==> config.mk <==
export PLATFORM = sky130hd
export DESIGN_NAME = ib_lut_bank_ram
export DESIGN_NICKNAME = d
export VERILOG_FILES = /design/src/rtl/ib_lut_bank_ram.sv
export SDC_FILE = /design/constraint.sdc
export NUM_CORES = 1
export LEC_CHECK = 0
export BUFFER_PORTS_ARGS = -buffer_cell sky130_fd_sc_hd__buf_2
export CORE_ASPECT_RATIO = 1.75
export CORE_MARGIN = 8
export CORE_UTILIZATION = 29
export CTS_CLUSTER_SIZE = 10
export DETAILED_ROUTE_END_ITERATION = 16
export PLACE_DENSITY_LB_ADDON = 0.08
export REMOVE_ABC_BUFFERS = 1
export SETUP_SLACK_MARGIN = 0.5
export SYNTH_ARGS = -nofsm -noshare
export SYNTH_HDL_FRONTEND = slang
export SYNTH_HIERARCHICAL = 1
export SYNTH_SLANG_ARGS = --single-unit
==> constraint.sdc <==
create_clock -name sys_clk -period 4.37 [get_ports sys_clk]
set_input_delay 0.437 -clock sys_clk [delete_from_list [all_inputs] [get_ports sys_clk]]
set_output_delay 0.437 -clock sys_clk [all_outputs]
set_load 0.02 [all_outputs]
==> src/rtl/ib_lut_bank_ram.sv <==
// Bank-interleaved IB-LUT memory with independent read ports and a streaming
// line-load sequencer. One line holds one entry per bank, all at the same
// page index. The page index is what the loader walks through.

// Per-port read lane: splits the address into bank/page for the chosen
// interleave map and selects the entry. Purely combinational; the top level
// decides whether the result is registered.
module ib_lut_rd_mux #(
  parameter  int BANK_NUM        = 2,
  parameter  int PAGE_NUM        = 32,
  parameter  int PAGE_SIZE       = 4,
  parameter  int INTERLEAVE_TYPE = 0,
  localparam int BANK_AW         = $clog2(BANK_NUM),
  localparam int PAGE_AW         = $clog2(PAGE_NUM),
  localparam int ADDR_WIDTH      = BANK_AW + PAGE_AW
) (
  input  logic [PAGE_NUM-1:0][BANK_NUM-1:0][PAGE_SIZE-1:0] mem,
  input  logic [ADDR_WIDTH-1:0]                            addr,
  output logic [PAGE_SIZE-1:0]                             word
);
  logic [BANK_AW-1:0] bank;
  logic [PAGE_AW-1:0] page;

  generate
    if (INTERLEAVE_TYPE == 0) begin : g_bank_hi
      assign bank = addr[ADDR_WIDTH-1 -: BANK_AW];
      assign page = addr[PAGE_AW-1:0];
    end else begin : g_bank_lo
      assign bank = addr[BANK_AW-1:0];
      assign page = addr[ADDR_WIDTH-1 -: PAGE_AW];
    end
  endgenerate

  assign word = mem[page][bank];
endmodule

module ib_lut_bank_ram #(
  parameter  int BANK_NUM        = 2,
  parameter  int PAGE_NUM        = 32,
  parameter  int PAGE_SIZE       = 4,
  parameter  int INTERLEAVE_TYPE = 0,
  parameter  int ASYNC_RD_EN     = 1,
  parameter  int NUM_RD          = 2,
  localparam int BANK_AW         = $clog2(BANK_NUM),
  localparam int PAGE_AW         = $clog2(PAGE_NUM),
  localparam int ADDR_WIDTH      = BANK_AW + PAGE_AW,
  localparam int WDATA_SIZE      = PAGE_SIZE * BANK_NUM
) (
  input  logic                           sys_clk,
  input  logic                           rst,
  input  logic                           ld_start,
  input  logic [PAGE_AW-1:0]             ld_base,
  input  logic [PAGE_AW:0]               ld_len,
  input  logic                           ld_valid,
  input  logic [WDATA_SIZE-1:0]          ld_data,
  output logic                           ld_ready,
  output logic                           ld_busy,
  output logic                           ld_done,
  input  logic [NUM_RD-1:0]              rd_en,
  input  logic [NUM_RD*ADDR_WIDTH-1:0]   rd_addr,
  output logic [NUM_RD*PAGE_SIZE-1:0]    rd_data,
  output logic [NUM_RD-1:0]              rd_valid
);
  localparam int REM_W = PAGE_AW + 1;

  typedef enum logic [1:0] {IDLE, LOAD, DONE} ld_state_t;

  ld_state_t          state;
  logic [PAGE_AW-1:0] wr_page;
  logic [REM_W-1:0]   remaining;
  logic               wr_en;

  // Storage is line-organised: one page index addresses an entry in every bank.
  logic [PAGE_NUM-1:0][BANK_NUM-1:0][PAGE_SIZE-1:0] mem;

  // A cycle with rst high never writes, so an aborted load stops cleanly.
  assign wr_en = ld_valid & ld_ready & ~rst;

  // Load sequencer: IDLE -> LOAD (one line per handshake) -> DONE pulse -> IDLE.
  always_ff @(posedge sys_clk) begin
    if (rst) begin
      state     <= IDLE;
      wr_page   <= '0;
      remaining <= '0;
      ld_ready  <= 1'b0;
      ld_busy   <= 1'b0;
      ld_done   <= 1'b0;
    end else begin
      ld_done <= 1'b0;
      case (state)
        IDLE: if (ld_start) begin
          wr_page   <= ld_base;
          remaining <= (ld_len == '0) ? REM_W'(PAGE_NUM) : ld_len;
          ld_ready  <= 1'b1;
          ld_busy   <= 1'b1;
          state     <= LOAD;
        end
        LOAD: if (ld_valid) begin
          wr_page   <= wr_page + 1'b1;
          remaining <= remaining - 1'b1;
          if (remaining == REM_W'(1)) begin
            ld_ready <= 1'b0;
            ld_busy  <= 1'b0;
            ld_done  <= 1'b1;
            state    <= DONE;
          end
        end
        DONE:    state <= IDLE;
        default: state <= IDLE;
      endcase
    end
  end

  // Line write; contents are intentionally not touched by reset.
  always_ff @(posedge sys_clk) begin
    if (wr_en) mem[wr_page] <= ld_data;
  end

  // Read lanes: the write lands on the clock edge, so a same-cycle read sees
  // the old line in both the combinational and registered flavours.
  generate
    for (genvar p = 0; p < NUM_RD; p++) begin : g_rd
      logic [PAGE_SIZE-1:0] word;

      ib_lut_rd_mux #(
        .BANK_NUM        (BANK_NUM),
        .PAGE_NUM        (PAGE_NUM),
        .PAGE_SIZE       (PAGE_SIZE),
        .INTERLEAVE_TYPE (INTERLEAVE_TYPE)
      ) u_mux (
        .mem  (mem),
        .addr (rd_addr[p*ADDR_WIDTH +: ADDR_WIDTH]),
        .word (word)
      );

      if (ASYNC_RD_EN != 0) begin : g_async
        assign rd_data[p*PAGE_SIZE +: PAGE_SIZE] = word;
        assign rd_valid[p]                       = rd_en[p];
      end else begin : g_sync
        logic [PAGE_SIZE-1:0] data_q;
        logic                 vld_q;

        // Registered read; data holds while the port is idle.
        always_ff @(posedge sys_clk) begin
          if (rst) begin
            data_q <= '0;
            vld_q  <= 1'b0;
          end else begin
            vld_q <= rd_en[p];
            if (rd_en[p]) data_q <= word;
          end
        end

        assign rd_data[p*PAGE_SIZE +: PAGE_SIZE] = data_q;
        assign rd_valid[p]                       = vld_q;
      end
    end
  endgenerate
endmodule

Word-level counts from Yosys, hierarchy flattened:

Cells that the tools add are included.

* input port bits: 37
* register bits after elaboration: 271
* output and inout bits: 13
* logic and storage cells: 122

* magnitude comparators: 6
* multiplexer cells: 27
* reduce and logical (&&, ||, !) cells: 8
* add/subtract/negate cells: 2
* bitwise operators: 5
* eq/ne operators: 5

Operators by type and width (count)
* $bwmux 256: 1
* $bmux 8 s5: 2
* $demux 8 s5: 1
* $mux 8: 3
* $lt 5x6->1 const B: 3
* $mux 6: 3
* $mux 4: 4
* $pmux 6 s2: 1
* $mux 5: 2
* $pmux 5 s2: 1
* $eq 6x1->1 const B: 1
* $logic_not 6->1: 1
* $mux 2: 3
* $ne 2x2->1 const B: 3
* $reduce_and 3->1: 2
* $sub 6x1->6 const B: 1
* $add 5x1->5 const B: 1
* $ge 5x1->1 const B: 1
* $lt 1x2->1 const B: 2
* $mux 1: 4
* $pmux 2 s2: 1
* $reduce_and 4->1: 1
* $not 1->1: 3
* $reduce_or 3->1: 1
* 6 further kinds: 7

Longest topological paths before layout:

* depth after elaboration: 5
* gate-level depth with buffers: 8
* gate-level depth less buffers: 6

Modules after synthesis:

The synthesis kept the hierarchy.

By module, submodules not included
* ib_lut_bank_ram: area an instance 8817.2 um2, cells each 419, instances 1, sequential area each 7987.7 um2
* ib_lut_rd_mux: area an instance 2210.9 um2, cells each 164, instances 2, sequential area each 0.0 um2

Worst setup path before layout:

OpenSTA, ideal clock, no wires.

* path kind: input -> output
* start: in rd_addr[0]
* end: out rd_data[1]
* buffers on the path: 1
* data required time: 3.933 ns
* arrival: 2.034 ns
* stages: 6
* path slack: 1.899 ns
* cells stage by stage: buf_6 > mux4_1 > nor2b_1 > a211oi_1 > or4_1 > o21ai_0

* word-level cells in the longest chain between the ends: 4

RTL lines
* from (decl): RTL line 60 `input logic [NUM_RD*ADDR_WIDTH-1:0] rd_addr,`
* $bmux 8 s5: RTL line 34 `assign word = mem[page][bank];`
* $mux 8 (implied by the code): RTL line 34
* $mux 4 (implied by the code) (2 in series): RTL line 34
* to (decl): RTL line 61 `output logic [NUM_RD*PAGE_SIZE-1:0] rd_data,`

Every way passes these cells. The select of a mux whose other input is x is not followed.

Final worst setup path:

* start: in rd_addr[1]
* end: out rd_data[0]

Same word-level chain as after synthesis.

==> run_results.csv <==
group,metric,value,unit
floorplan,floorplan.initialDensity,29.35,%
worst_hold_path,holdCritPathClass,"primary input to flip-flop",
critical_path,timing.critical_path.fanout_max,17,
cells_and_area,fin_util,33.01,%
sta,transition_time_at_the_pin_with_the_least_slew_margin,1.233,ns
placed_design,detailedPlacementHpwl,29330,µm
status,outcome,"complete, no violations",
synth,instance_count_of_the_mapped_netlist,747,
clock_network,cts_root_buf,"sky130_fd_sc_hd__clkbuf_16",
sta,timing.final.max_slew_violations,0,
synth,ys_types,48,
critical_path,ff2ff_path_depth,4,
grt,global_route_wire_length_before_repair,59560,µm
floorplan,design.portCount,50,
placed_design,buffer_ports.inserted,45,
route,first_pass_iters,4,
synth,synth_edf_count,256,
critical_path,worst_path_arrival,2.94,ns
grt,grt.total_usage,15.67,%
sta,fin_setup_tns,0,ns
clock_network,clock_tree.htree_level_count,2,
cells_and_area,layout.cells.most_common,"sky130_fd_sc_hd__edfxtp_1",
synth,synthFlopType,"sky130_fd_sc_hd__edfxtp_1",
clock_network,post-cts-setup-buffers,0,
grt,antenna_violations_before_repair,1,
sta,fraction_of_the_cycle_the_final_worst_path_needs,77.31,%
clock_network,cts_hold_buffers,0,
critical_path,crit_path_start_kind,"primary input",
route,drt_first_iter_violations,434,
cells_and_area,final_net_count,828,
sta,finalWorstPathRequiredPeriod,3.379,ns
pwr,design_power_total,6.053,mW
sta,setup_violations,0,
route,detail_route.wl_per_cell,30.13,µm
route,detail_route.vias_per_cell,5.459,
critical_path,critical-path-top-delay-family,"compound AO/OA/AOI/OAI gates",
critical_path,worstSetupEndpointType,"primary output",
floorplan,floorplan.die.width,177.5,µm
pwr,powerDensity,406.6,mW/mm²
sta,timing.hold.ws,0.2124,ns
critical_path,critical_path_depth,8,
sta,rsz0062_at_grt,"no",
cells_and_area,drive_gt1_share,24.84,%
route,wl,41270,µm
clock_network,cts.path.max_buffers,3,
synth,synth_largest_type_area_fraction,58.07,%
floorplan,floorplan.die.height,298.7,µm
floorplan,core.rowCount,103,
route,routed-via-count,7479,
synth,proportion_of_synthesized_chip_area_in_sequential_cells,60.33,%
sta,clock_skew,0.01019,ns
clock_network,post_cts.resized_instances,0,
critical_path,timing.critical_path.slowest_stage_cell,"sky130_fd_sc_hd__mux4_2",
critical_path,crit_required,3.93,ns
clock_network,cts.clk_slew.worst_paths,0.05,ns
critical_path,timing.critical_path.mode_cell,"sky130_fd_sc_hd__buf_2",
synth,asyncSetResetFlopFracSynth,0,%
critical_path,timing_worst_setup_path_type,"primary input to primary output",
cells_and_area,n_antenna_cell,0,
synth,synth_seq_cells,271,
critical_path,timing.critical_path.cells,"buf_2 -> buf_4 -> mux4_2 -> o22ai_1 -> nor2_1 -> a31oi_1 -> o21ai_1 -> buf_2",
clock_network,insertion_delay,0.51,ns
cells_and_area,final_cell_mix,"256 x sky130_fd_sc_hd__edfxtp_1, 84 x sky130_fd_sc_hd__mux4_2, 51 x sky130_fd_sc_hd__nor2_1, 44 x sky130_fd_sc_hd__mux4_1, 43 x sky130_fd_sc_hd__buf_2",
grt,globalRoute.totalOverflow,0,
synth,synth_top_cells_by_area,"sky130_fd_sc_hd__edfxtp_1 58%, sky130_fd_sc_hd__mux4_2 14%, sky130_fd_sc_hd__mux4_1 8.7%",
worst_hold_path,holdPathStages,3,
placed_design,gp_congestion,0.8451,
critical_path,bufs_and_invs_on_worst_path,3,
synth,synth_largest_area_cell,"sky130_fd_sc_hd__edfxtp_1",
flow_run,max-cap-violations,0,
sta,relSlewSlack,17.47,%
sta,hold_violations,0,
floorplan,fp.coreArea,0.04511,mm²
synth,total_of_warnings_raised_by_yosys,6,
synth,syn_avg_cell_area,17.72,µm²
route,drc,0,
floorplan,die_area,0.05301,mm²
grt,grt_pass1_vias,8132,
route,detail-route-antenna-nets,0,
clock_network,cts_made_buffers,34,
pwr,leakage,4.733,nW
sta,fmax,296.0,MHz
synth,synthesis.area,0.01324,mm²
pwr,vdd_drop_max,215.2,µV
clock_network,clkSinkCount,271,
clock_network,cts_tree,"yes",
critical_path,max_stage_delay,0.53,ns
cells_and_area,layout-area-overhead-vs-synth,12.47,%
grt,grt_start_max_net_pins,37,
-- sequential cells by signal (all words and copies together) (netlist names) --
register	count
mem	256
remaining	6
wr_page	5
state	2
ld_busy	1
ld_done	1
-- cell families (layout without fill, tap and decap cells) --
kind of cell | Yosys count | in the layout | share of synthesized area [%]
and+or+nand+nor | 163 | 163 | 6.039
adders and majority gates | 6 | 6 | 0.5670
DFF | 271 | 271 | 60.33
buffers and inverters | 61 | 107 | 3.724
AOI/OAI and AO/OA | 99 | 99 | 4.811
muxes | 147 | 147 | 24.53
-- tightest hold or removal path: stages --
cell and delay (ns):
sky130_fd_sc_hd__buf_2 0.10, sky130_fd_sc_hd__nand2_1 0.05, sky130_fd_sc_hd__a311oi_1 0.08
-- path summary, 6_finish.rpt --
check / from / slack, ns / to
max: rd_addr[1] / 0.99 / rd_data[0]
max reg2reg: ld_busy$_SDFFE_PP0P_ / 1.83 / mem[62]$_DFFE_PP_
min reg2reg: remaining[1]$_SDFFE_PP0P_ / 0.49 / remaining[1]$_SDFFE_PP0P_
min: ld_base[1] / 0.21 / wr_page[1]$_SDFFE_PP0P_
-- metrics by stage --
| step | setup WS, ns | cell area (µm²) | std cells |
|---|---|---|---|
| floorplan | 2.045 | 12760 | 690 |
| detailed placement | 0.8771 | 13880 | 1326 |
| global placement | 0.8560 | 13880 | 1326 |
| CTS | 0.8751 | 14890 | 1370 |
| finish | 0.9914 | 14890 | 1370 |
| global route | 0.8657 | 14890 | 1370 |
-- Yosys cell counts (8+ instances only) --
cell type and instances:
sky130_fd_sc_hd__mux2i_1 12, sky130_fd_sc_hd__buf_2 11, sky130_fd_sc_hd__clkbuf_1 8, sky130_fd_sc_hd__nor2_1 51
sky130_fd_sc_hd__mux4_1 44, sky130_fd_sc_hd__nor3_1 27, sky130_fd_sc_hd__buf_4 10, sky130_fd_sc_hd__nor2b_1 9
sky130_fd_sc_hd__o22ai_1 36, sky130_fd_sc_hd__a21oi_1 14, sky130_fd_sc_hd__nand2b_1 13, sky130_fd_sc_hd__mux4_2 84
sky130_fd_sc_hd__buf_6 16, sky130_fd_sc_hd__edfxtp_1 256, sky130_fd_sc_hd__dfxtp_1 15, sky130_fd_sc_hd__o21ai_0 11
sky130_fd_sc_hd__a211oi_1 12, sky130_fd_sc_hd__nand2_1 32
-- per-layer routing --
| metal | global-route usage (%) | vias to the layer above | share of wire (%) |
|---|---|---|---|
| li1 | - | 3229 | - |
| met4 | 5.696 | 0 | 3.2 |
| met3 | 1.995 | 60 | 3.7 |
| met5 | 0 | - | 0 |
| met2 | 30.24 | 197 | 57 |
| met1 | 16.89 | 3993 | 36 |
-- area by class of cell --
cell class	instances	area (µm²)
Sequential cell	271	7988
Multi-Input combinational cell	415	4758
Tap cell	577	721.9
Inverter	4	15.01
Fill cell	4322	30220
Clock inverter	5	75.07
Timing Repair Buffer	59	397.9
Clock buffer	39	933.4
-- report_power, final --
part           internal, mW  total, mW  switching [mW]
clock network          1.61       2.64            1.03
logic                 0.204      0.529           0.325
registers              2.86       2.88          0.0233
(Power assumes the default switching activity.)
